## config.mk

```make
export PLATFORM = sky130hd
export DESIGN_NAME = load_store_unit_rv32i
export DESIGN_NICKNAME = d
export VERILOG_FILES = /design/src/rtl/load_store_unit_rv32i.sv
export SDC_FILE = /design/constraint.sdc
export NUM_CORES = 1
export LEC_CHECK = 0
export ABC_AREA = 1
export CORE_MARGIN = 4
export CORE_UTILIZATION = 47
export CTS_CLUSTER_DIAMETER = 40
export CTS_CLUSTER_SIZE = 12
export DETAILED_ROUTE_END_ITERATION = 10
export PLACE_DENSITY = 0.81
export SYNTH_ARGS = -nofsm -noshare
export SYNTH_HDL_FRONTEND = slang
export SYNTH_SLANG_ARGS = --single-unit
```

## constraint.sdc

```tcl
create_clock -name clk -period 1.8 [get_ports clk]
set_input_delay 0.45 -clock clk [delete_from_list [all_inputs] [get_ports clk]]
set_output_delay 0.45 -clock clk [all_outputs]
set_load 0.02 [all_outputs]
```

## src/rtl/load_store_unit_rv32i.sv

```systemverilog
// RV32I load/store unit: one word-wide bus transaction per request with lane alignment and load
// extension. Optional misalignment trap enabled by defining LSU_MISALIGN_TRAP_EN.
module load_store_unit_rv32i #(
    parameter int unsigned ACK_TIMEOUT = 16,
    parameter int unsigned CNT_W       = 8
) (
    input  logic        clk,
    input  logic        rst_n,
    input  logic        start,
    input  logic        data_r,
    input  logic        data_w,
    input  logic [1:0]  data_size,
    input  logic        unsigned_value,
    input  logic [31:0] addr,
    input  logic [31:0] wdata,
    output logic        busy,
    output logic        done,
    output logic        err,
    output logic [31:0] rdata,
    output logic        bus_req,
    output logic        bus_we,
    output logic [31:0] bus_addr,
    output logic [3:0]  bus_be,
    output logic [31:0] bus_wdata,
    input  logic        bus_ack,
    input  logic [31:0] bus_rdata
);

    localparam logic [1:0] IDLE = 2'd0;
    localparam logic [1:0] REQ  = 2'd1;
    localparam logic [1:0] RESP = 2'd2;
    localparam logic [CNT_W-1:0] CNT_LAST = CNT_W'(ACK_TIMEOUT - 1);

    logic [1:0]       state;
    logic [CNT_W-1:0] cnt;
    logic [1:0]       off_q;
    logic [1:0]       size_q;
    logic             uns_q;
    logic             store_q;
    logic             fail_q;
    logic [31:0]      word_q;

    logic [3:0]  be_n;
    logic [31:0] wdata_n;
    logic [31:0] ext;
    logic [7:0]  byte_sel;
    logic [15:0] half_sel;
    logic        misalign;
    logic        timeout_hit;

`ifdef LSU_MISALIGN_TRAP_EN
    assign misalign = (data_size == 2'b01 && addr[0]) || (data_size[1] && addr[1:0] != 2'b00);
`else
    assign misalign = 1'b0;
`endif

    // ACK_TIMEOUT of zero disables the abort entirely
    assign timeout_hit = (ACK_TIMEOUT != 0) && (cnt == CNT_LAST);

    always_comb begin
        be_n    = 4'b1111;
        wdata_n = wdata;
        case (data_size)
            2'b00: begin
                be_n    = 4'b0001 << addr[1:0];
                wdata_n = {4{wdata[7:0]}};
            end
            2'b01: begin
                be_n    = addr[1] ? 4'b1100 : 4'b0011;
                wdata_n = {2{wdata[15:0]}};
            end
            default: ;
        endcase
    end

    always_comb begin
        byte_sel = 8'(word_q >> {off_q, 3'b000});
        half_sel = off_q[1] ? word_q[31:16] : word_q[15:0];
        case (size_q)
            2'b00:   ext = uns_q ? {24'h0, byte_sel} : {{24{byte_sel[7]}}, byte_sel};
            2'b01:   ext = uns_q ? {16'h0, half_sel} : {{16{half_sel[15]}}, half_sel};
            default: ext = word_q;
        endcase
    end

    always_ff @(posedge clk or negedge rst_n) begin
        if (!rst_n) begin
            state     <= IDLE;
            cnt       <= '0;
            off_q     <= 2'b00;
            size_q    <= 2'b00;
            uns_q     <= 1'b0;
            store_q   <= 1'b0;
            fail_q    <= 1'b0;
            word_q    <= 32'h0;
            busy      <= 1'b0;
            done      <= 1'b0;
            err       <= 1'b0;
            rdata     <= 32'h0;
            bus_req   <= 1'b0;
            bus_we    <= 1'b0;
            bus_addr  <= 32'h0;
            bus_be    <= 4'h0;
            bus_wdata <= 32'h0;
        end else begin
            done <= 1'b0;
            case (state)
                IDLE: begin
                    if (start) begin
                        if (data_r || data_w) begin
                            off_q     <= addr[1:0];
                            size_q    <= data_size;
                            uns_q     <= unsigned_value;
                            store_q   <= data_w;
                            cnt       <= '0;
                            busy      <= 1'b1;
                            bus_we    <= data_w;
                            bus_addr  <= {addr[31:2], 2'b00};
                            bus_be    <= be_n;
                            bus_wdata <= wdata_n;
                            fail_q    <= misalign;
                            bus_req   <= !misalign;
                            state     <= misalign ? RESP : REQ;
                        end else begin
                            // Neither load nor store: complete immediately with no bus traffic
                            done  <= 1'b1;
                            err   <= 1'b0;
                            rdata <= 32'h0;
                        end
                    end
                end
                REQ: begin
                    if (bus_ack) begin
                        word_q  <= bus_rdata;
                        bus_req <= 1'b0;
                        state   <= RESP;
                    end else if (timeout_hit) begin
                        bus_req <= 1'b0;
                        fail_q  <= 1'b1;
                        state   <= RESP;
                    end else begin
                        cnt <= cnt + 1'b1;
                    end
                end
                RESP: begin
                    done  <= 1'b1;
                    err   <= fail_q;
                    rdata <= (fail_q || store_q) ? 32'h0 : ext;
                    busy  <= 1'b0;
                    state <= IDLE;
                end
                default: state <= IDLE;
            endcase
        end
    end

endmodule

```

# After elaboration in Yosys (flattened, before gate mapping)
# Index checks and enable logic that the tools add are counted.
# word_totals
reg_bits	151
input_bits	105
word_cells	84
# classes
addsub	1
n_eq_ne	12
n_shift	2
mux	38
reduce_logical	15
# ops
cell	count
case mux 32 bit (2 select lines)	3
two-way mux 32 bit	5
two-way mux 8 bit	4
>> shifter 32 x 5 -> 8 bit	1
two-way mux 16 bit	1
case mux 8 bit (2 select lines)	1
two-way mux 1 bit	12
inequality test 2 bit (second input constant)	6
AND reduction 3 bit	4
case mux 1 bit (2 select lines)	5
AND reduction 5 bit	2
adder 8 x 1 -> 8 bit (second input constant)	1
equality test 8 x 4 -> 1 bit (second input constant)	1
two-way mux 2 bit	4
case mux 4 bit (2 select lines)	1
equality test 2 x 1 -> 1 bit (second input constant)	3
logical NOT 2 bit	3
two-way mux 4 bit	1
case mux 2 bit (2 select lines)	1
AND reduction 4 bit	1
nonzero test 2 bit	2
left shift 1 x 2 -> 4 bit (first input constant)	1
inequality test 3 bit (second input constant)	1
equality test 2 bit (second input constant)	1
2 further kinds	3

# Logic depth before layout (Yosys ltp)
# Gate-level depths: netlist of run 1.
# logic_depth
word_depth	5
ltp_mapped	11
ltp_nobuf	9

# Worst setup path before layout of run 1
# OpenSTA, ideal clock, no wires.
# synth_path
kind	reg-to-reg
from	register size_q[1]
to	register rdata[23]
setup_ns	0.066
t_arrival_ns	1.420
required_ns	1.734
setup_slack_ns	0.315
stages_incl_launch_ff	12
period_less_slack_ns	1.485
path_cell_list	dfrtp_1 -> buf_6 -> inv_4 -> nand2_1 -> nor2_4 -> nand2_1 -> nand2_1 -> nand2_2 -> nand3_2 -> buf_6 -> nand3_1 -> nand2_1
# synth_between
elab_chain_cells	4
# synth_lines
element	line	text
start: declaration	37	logic [1:0] size_q;
start signal: assignment	112	size_q <= data_size;
equality test 2 x 1 -> 1 bit or logical NOT 2 bit (tied branches)	79	case (size_q)
case mux 32 bit (2 select lines) (*)	79	
two-way mux 32 bit (*)	148	rdata <= (fail_q || store_q) ? 32'h0 : ext;
case mux 32 bit (2 select lines) (*)	107	case (state)
end signal: assignment	148	
end: declaration	19	output logic [31:0] rdata,
# Mark *: on every way between the ends. The rest lies on a longest branch, timed or not.
# A chain may end at the register's enable or synchronous reset.

# Worst setup path in the final report of run 1
# layout_path
from	register size_q[0]
to	register rdata[24]
# Same word-level chain as after synthesis.

==> summary.txt, run 1 <==
Outcome
  – Status: complete, no violations

Timing
  – FMAX: 599 MHz
  – RSZ-0062 raised after global routing: no
  – Final Hold Viols: 0
  – Worst-Margin Slew: 0.525 ns
  – Final setup TNS: 0 ns
  – Worst Skew: 0.00951 ns
  – Max-slew violation count: 0
  – Endpoints failing setup: 0
  – Post-route clock period utilization: 92.7%
  – Fin crit period: 1.67 ns
  – WHS: 0.474 ns
  – Max-Slew Margin vs Limit: 64.9%
  – Setup slack after layout: about 0.13 ns

Power and ir drop
  – Internal power: ~11 mW
  – Max IR drop VDD: 1050 uV
  – Clk pwr share: approximately 22%
  – Combinational share of power: 46.2%
  – Sequential power share: approximately a third
  – Leak pwr: 5.10 nW
  – Sw power: 7.52 mW
  – PwrDens: 1860 mW/mm^2
  – Switching Share: about two fifths

CTS
  – Clock Path Buffers: 2
  – Reg clk slew, reported paths: roughly 0.060 ns
  – Clk root buf: clkbuf_16
  – Total CTS buffers: 17
  – Clk Latency, worst-skew pair: 0.43 ns
  – CTS sink count: around 150
  – H-Tree Depth: 4
  – Post CTS Setup Buffer Count: 0
  – CTS tree: done

Global route
  – GR Util met1: 31.7%
  – Number of global-route vias before repair: 6562
  – First-pass GRT wire length: 32.6 mm
  – Global router's overall resource usage: 25.3%
  – Largest net degree at the start of global routing: 45
  – Grt met2 use: 40.7%
  – Met3 Resource Use GR: 8.21%
  – Initial antenna violation count: 0
  – Overflow after GRT: 0
  – Busiest grt layer: met2

Critical path
  – Data required time at the worst endpoint: 2.17 ns
  – Crit path DAT: between 2 and 2.5 ns
  – Startpoint types: flip-flop
  – Critical path peak fanout: 16
  – WS Path Type: flip-flop to flip-flop
  – CP endpoint kind: flip-flop

Synthesis
  – Leading area contributor after synthesis: dfrtp_1
  – Cell count after synthesis: 815
  – Sequential fraction of the synthesis area: 56.0%
  – Count of unique library cells instantiated by Yosys: 33
  – Cell Area, Synth: around 0.0067 sq mm
  – Synth area leaders: dfrtp_1 (56%), nand2_1 (18%), a21oi_1 (4.2%)
  – Synth warnings: 0
  – Register bit total from synthesis: roughly 150
  – Area fraction of the dominant cell type after synthesis: a little under three fifths
  – Mapped Avg Cell Area: 8.27 sq um

Place
  – Cell Area, Placed: 0.00926 sq mm
  – Port Buf Inserts: between 200 and 250
  – Pre-CTS WS: -0.162 ns
  – HPWL Detailed: approximately 14 mm
  – Global placement routability congestion: 0.962

Floorplan
  – # rows: 43
  – IO Count: 210
  – Core Region: 0.0140 sq mm
  – Die ar.: 0.0163 sq mm
  – Die width: 128 microns
  – Die Span Y: around 130 microns
  – Starting Density: about half

Drt
  – WL/cell: approximately 16 microns
  – Detail-routed via count per cell: just over 5
  – Routed vias: between 6000 and 7000
  – First DRT Iteration DRCs: 553
  – 1st-pass router iterations: 7
  – DR DRC count: 0
  – Post-DRT Antenna Nets: 0
  – Final wirelength: about 20 mm

Job
  – MaxCap Viol Count: 0

Final layout
  – Diode count: 0
  – Share of post-route cells with drive strength above 1: a little under a tenth
  – Layout Nets: 1149
  – Filler cell count: 1124
  – Post-route cell area: 0.00982 sq mm
  – Area grow syn2layout: 45.6%

Hold path
  – Hold Path Class: flip-flop to flip-flop
-- per-layer routing --
metal | vias up | wire [microns]
met1 | 2956 | 7860
met4 | 0 | 497
met2 | 306 | 9640
met5 | - | 0
li1 | 3040 | -
met3 | 43 | 1910
-- path summary, 6_finish.rpt --
check                              to  depth (start not counted)      start  slack [ns]
hold / removal              rdata[11]                          2  rdata[11]        0.47
min in group asynchronous  word_q[12]                          2      rst_n        0.52
setup / recovery            rdata[24]                          9  size_q[0]        0.13
setup reg to reg            rdata[24]                          9  size_q[0]        0.13
max in group asynchronous  word_q[10]                          3      rst_n        0.70
hold reg to reg             rdata[11]                          2  rdata[11]        0.47
-- through the flow --
step | instances | util, % | power [mW]
final | 1236 | 70.2 | 18.2
after global routing | 1236 | 70.2 | 19.5
after CTS | 1236 | 70.1 | 18.3
after detailed placement | 1203 | 66.2 | 14.9
after global placement | 1203 | 66.2 | 14.6
after floorplan | 816 | - | 10.8
-- placed cells by master, fill, tap and decap left out, types with 24 or more instances in the layout --
master / n
clkdlybuf4s50_1: 103
o21ai_0: 24
a21oi_1: 56
buf_4: 30
nand2_1: 318
dlygate4sd2_1: 103
inv_1: 37
nand3_1: 41
nor2_1: 55
dfrtp_1: 151
o21ai_1: 45
-- cell usage after synthesis --
master    instances
nand2_1         319
dfrtp_1         151
a21oi_1          56
nor2_1           55
o21ai_1          45
nand3_1          41
inv_1            37
o21ai_0          24
clkbuf_1         21
buf_2             9
inv_2             8
buf_6             7
mux2_1            6
nand2_2           5
buf_4             4
xor2_1            4
a22o_1            3
nor2_2            2
nor2_4            2
nor3_4            2
o21a_1            2
a21o_1            1
a21oi_2           1
clkinv_1          1
conb_1            1
ha_1              1
inv_4             1
nand3_2           1
nand3b_1          1
nand4_1           1
nor3_1            1
nor3b_1           1
o21bai_1          1
-- final cells by class --
| class | instances | area, sq um | area share [%] |
|---|---|---|---|
| clock buffers | 19 | 443 | 4.51 |
| clock inverters | 13 | 226 | 2.31 |
| inverters | 47 | 179 | 1.82 |
| multi-input cells | 577 | 2570 | 26.1 |
| flip-flops and latches | 151 | 3780 | 38.5 |
| well taps | 180 | 225 | 2.29 |
| repair buffers | 249 | 2400 | 24.4 |
-- power by group through the flow --
stage          registers, mW  logic [mW]  clock network, mW
5_1_grt                 5.92        9.31               4.25
6_report                5.76        8.42               4.05
2_1_floorplan           6.84        3.93                  0
4_1_cts                 5.75        8.43               4.09
3_3_place_gp            5.78        8.84                  0
3_5_place_dp            5.77        9.09                  0
-- flip-flops by register name (all words and copies together) (netlist names), 2 cells and up --
register,cells
rdata,32
word_q,32
bus_wdata,32
cnt,8
bus_be,4
state,2
bus_addr,30
off_q,2
size_q,2
-- worst max-delay path, cell delays in order, from the launching register on --
cell     delay (ns)
dfrtp_1        0.36
inv_1          0.11
nand2_1        0.12
nor2_4         0.22
nand2_1        0.08
nand2_1        0.10
nand2_2        0.17
nand3_4        0.24
nand3_1        0.13
nand2_1        0.08
-- what timing repair did --
action / CTS / global route
endpoints found under the setup margin: 103 / 16
hold buffers: 1 / 0
endpoints found under the hold margin: 38 / 0
resized for setup: 103 / 1
-- cells by family after synthesis --
family,after synthesis,share of synthesized area (%)
AND/OR/NAND/NOR,431,25.9
flip-flops,151,56.0
AO/OA/AOI/OAI,133,10.2
buffers and inverters,88,6.10
multiplexers,6,1.00
XOR/XNOR,4,0.519
adder cells (fa/ha/maj),1,0.185
other,1,0.0556
Power figures use the tool's default switching activity.
==> run 2: changes to the inputs <==
--- a/config.mk
+++ b/config.mk
@@ -7,11 +7,13 @@
 export LEC_CHECK = 0
 export ABC_AREA = 1
 export CORE_MARGIN = 4
-export CORE_UTILIZATION = 47
+export CORE_UTILIZATION = 48
+export CTS_BUF_LIST = sky130_fd_sc_hd__clkbuf_4 sky130_fd_sc_hd__clkbuf_8
 export CTS_CLUSTER_DIAMETER = 40
 export CTS_CLUSTER_SIZE = 12
 export DETAILED_ROUTE_END_ITERATION = 10
-export PLACE_DENSITY = 0.81
+export PLACE_DENSITY = 0.82
+export SLEW_MARGIN = 25
 export SYNTH_ARGS = -nofsm -noshare
 export SYNTH_HDL_FRONTEND = slang
 export SYNTH_SLANG_ARGS = --single-unit
==> summary.txt, run 2 (synthesis gave the netlist of run 1 again) <==
Outcome
  – Status: complete, no violations

Final layout
  – Most frequent cells in the layout: nand2_1 (318), dfrtp_1 (151), clkdlybuf4s50_1 (103), dlygate4sd2_1 (103), a21oi_1 (56)
  – Most common cell after layout, fill and taps aside: nand2_1
  – Top Registers: bus_wdata (32), rdata (32), word_q (32)
  – Register Area: 0.00378 sq mm
  – Footprint of the multi-input gates: 0.00258 sq mm
  – Share of post-route cells with drive strength above 1: under 10%
  – Diode count: 0
  – Filler cell count: 1152
  – Layout Nets: 1148
  – Area grow syn2layout: 41.3%
  – Utilization after layout: ~70%

Critical path
  – Critical Path, Cell by Cell: dlygate4sd2_1
  – CP top delay family: flip-flops
  – Startpoint types: flip-flop
  – CP endpoint kind: output port
  – Slowest cell on crit path: dfrtp_1
  – Data required time at the worst endpoint: 1.35 ns
  – Worst Path Buf+Inv: 1
  – Critical path peak fanout: 3
  – CP max stage delay: about 0.40 ns
  – WS Path Type: flip-flop to output port
  – Crit path DAT: 1.21 ns

Floorplan
  – # rows: 43
  – Die width: 127 microns
  – IO Count: 210
  – Starting Density: 48.8%
  – Die ar.: between 0.015 and 0.02 sq mm
  – Core Region: 0.0138 sq mm
  – Die Span Y: 127 microns

Place
  – Pre-CTS WS: -0.191 ns
  – Port Buf Inserts: 207
  – HPWL Detailed: between 10 and 15 mm
  – Global placement routability congestion: 0.897

Drt
  – Detail-routed via count per cell: 5.13
  – Final wirelength: 19.7 mm
  – Routed vias: roughly 6300
  – DR DRC count: 0
  – WL/cell: 16.0 microns
  – First DRT Iteration DRCs: just over 500
  – 1st-pass router iterations: 5
  – Post-DRT Antenna Nets: 0

Timing
  – Fin crit period: 1.66 ns
  – Endpoints failing setup: 0
  – Final setup TNS: 0 ns
  – Max-slew violation count: 0
  – RSZ-0062 raised after global routing: no
  – Final Hold Viols: 0
  – Setup slack after layout: about 0.14 ns
  – Max-Slew Margin vs Limit: 65.6%
  – Worst Skew: 0.00952 ns
  – Post-route clock period utilization: between 90 and 100%
  – FMAX: between 600 and 700 MHz
  – WHS: 0.473 ns
  – Worst-Margin Slew: 0.514 ns

Power and ir drop
  – Power, Total: 16.6 mW
  – Max IR drop VDD: 992 uV
  – Leak pwr: roughly 5.0 nW
  – PwrDens: 1740 mW/mm^2

CTS
  – CTS tree: done
  – H-Tree Depth: 4
  – Reg clk slew, reported paths: 0.08 ns
  – Total CTS buffers: 17
  – CTS sink count: 151
  – Clk Latency, worst-skew pair: 0.45 ns
  – Clk root buf: clkbuf_8
  – Clock Path Buffers: 2

Global route
  – Overflow after GRT: 0
  – Number of global-route vias before repair: 6386
  – Initial antenna violation count: 1
  – First-pass GRT wire length: between 30 and 40 mm
  – Largest net degree at the start of global routing: 43
  – Global router's overall resource usage: 25.0%

Job
  – MaxCap Viol Count: 0

Hold path
  – Hold Path Class: input pin to asynchronous set/reset pin
==> run 2: cell types whose count changed in the layout (fill, tap and decap cells not counted), sizes merged <==
cell | previous run | this run
bufinv | 6 | 2
buf | 42 | 40
nand3 | 42 | 43
clkbuf | 19 | 21
==> run 2: timing repair <==
action / 4_1_cts / 5_1_grt
cloned: 0 / 1
endpoints found under the hold margin: 32 / 0
setup endpoints to repair: 103 / 16
setup buffers: 0 / 2
resized for setup: 103 / 2
pin swaps: 0 / 2
hold buffers: 1 / 0
==> run 2: worst paths after layout <==
| check | from | end | slack (ns) | cells past startpoint |
|---|---|---|---|---|
| min in group clk | rdata[28] | rdata[28] | 0.48 | 2 |
| max reg2reg | state[1] | cnt[1] | 0.16 | 7 |
| max | store_q | bus_we | 0.14 | 1 |
| min | rst_n | rdata[19] | 0.47 | 2 |
| min reg2reg | rdata[28] | rdata[28] | 0.48 | 2 |
| max in group asynchronous | rst_n | bus_addr[28] | 0.79 | 3 |
==> run 2: metrics by stage <==
| stage | cell area, sq um | instances |
|---|---|---|
| 2_1_floorplan | 6750 | 816 |
| 4_1_cts | 9490 | 1230 |
| 3_5_place_dp | 9230 | 1199 |
| 3_3_place_gp | 9230 | 1199 |
| 5_1_grt | 9530 | 1233 |
| 6_report | 9530 | 1233 |
==> run 2: metal layers <==
layer	GRT usage [%]	vias to the layer above	part of all wire (%)
met5	0	-	0.066
met4	8.45	2	2.3
met3	8.93	41	10
met2	41.1	298	48
met1	30.8	2948	39
li1	-	3034	-
==> run 2: power breakdown <==
part	internal, mW	switching, mW	total (mW)
registers	4.87	0.845	5.71
logic	3.15	5.21	8.36
clock network	1.31	1.24	2.55
total	9.33	7.30	16.6
==> run 2: area by class of cell <==
type                            instances  area share, %
Multi-Input combinational cell        578           27.1
Inverter                               47           1.88
Sequential cell                       151           39.7
Tap cell                              180           2.36
Clock inverter                          9           1.08
Clock buffer                           21           2.90
Timing Repair Buffer                  247           25.0
==> run 2: worst register-to-register path, cell delays in order, from the launching register on <==
cell and delay [ns]:
dfrtp_1 0.47, nor3_4 0.34, nor2_2 0.09, nand2_2 0.22, nand2_2 0.18, inv_2 0.15, nand2_1 0.07, nand2_1 0.06
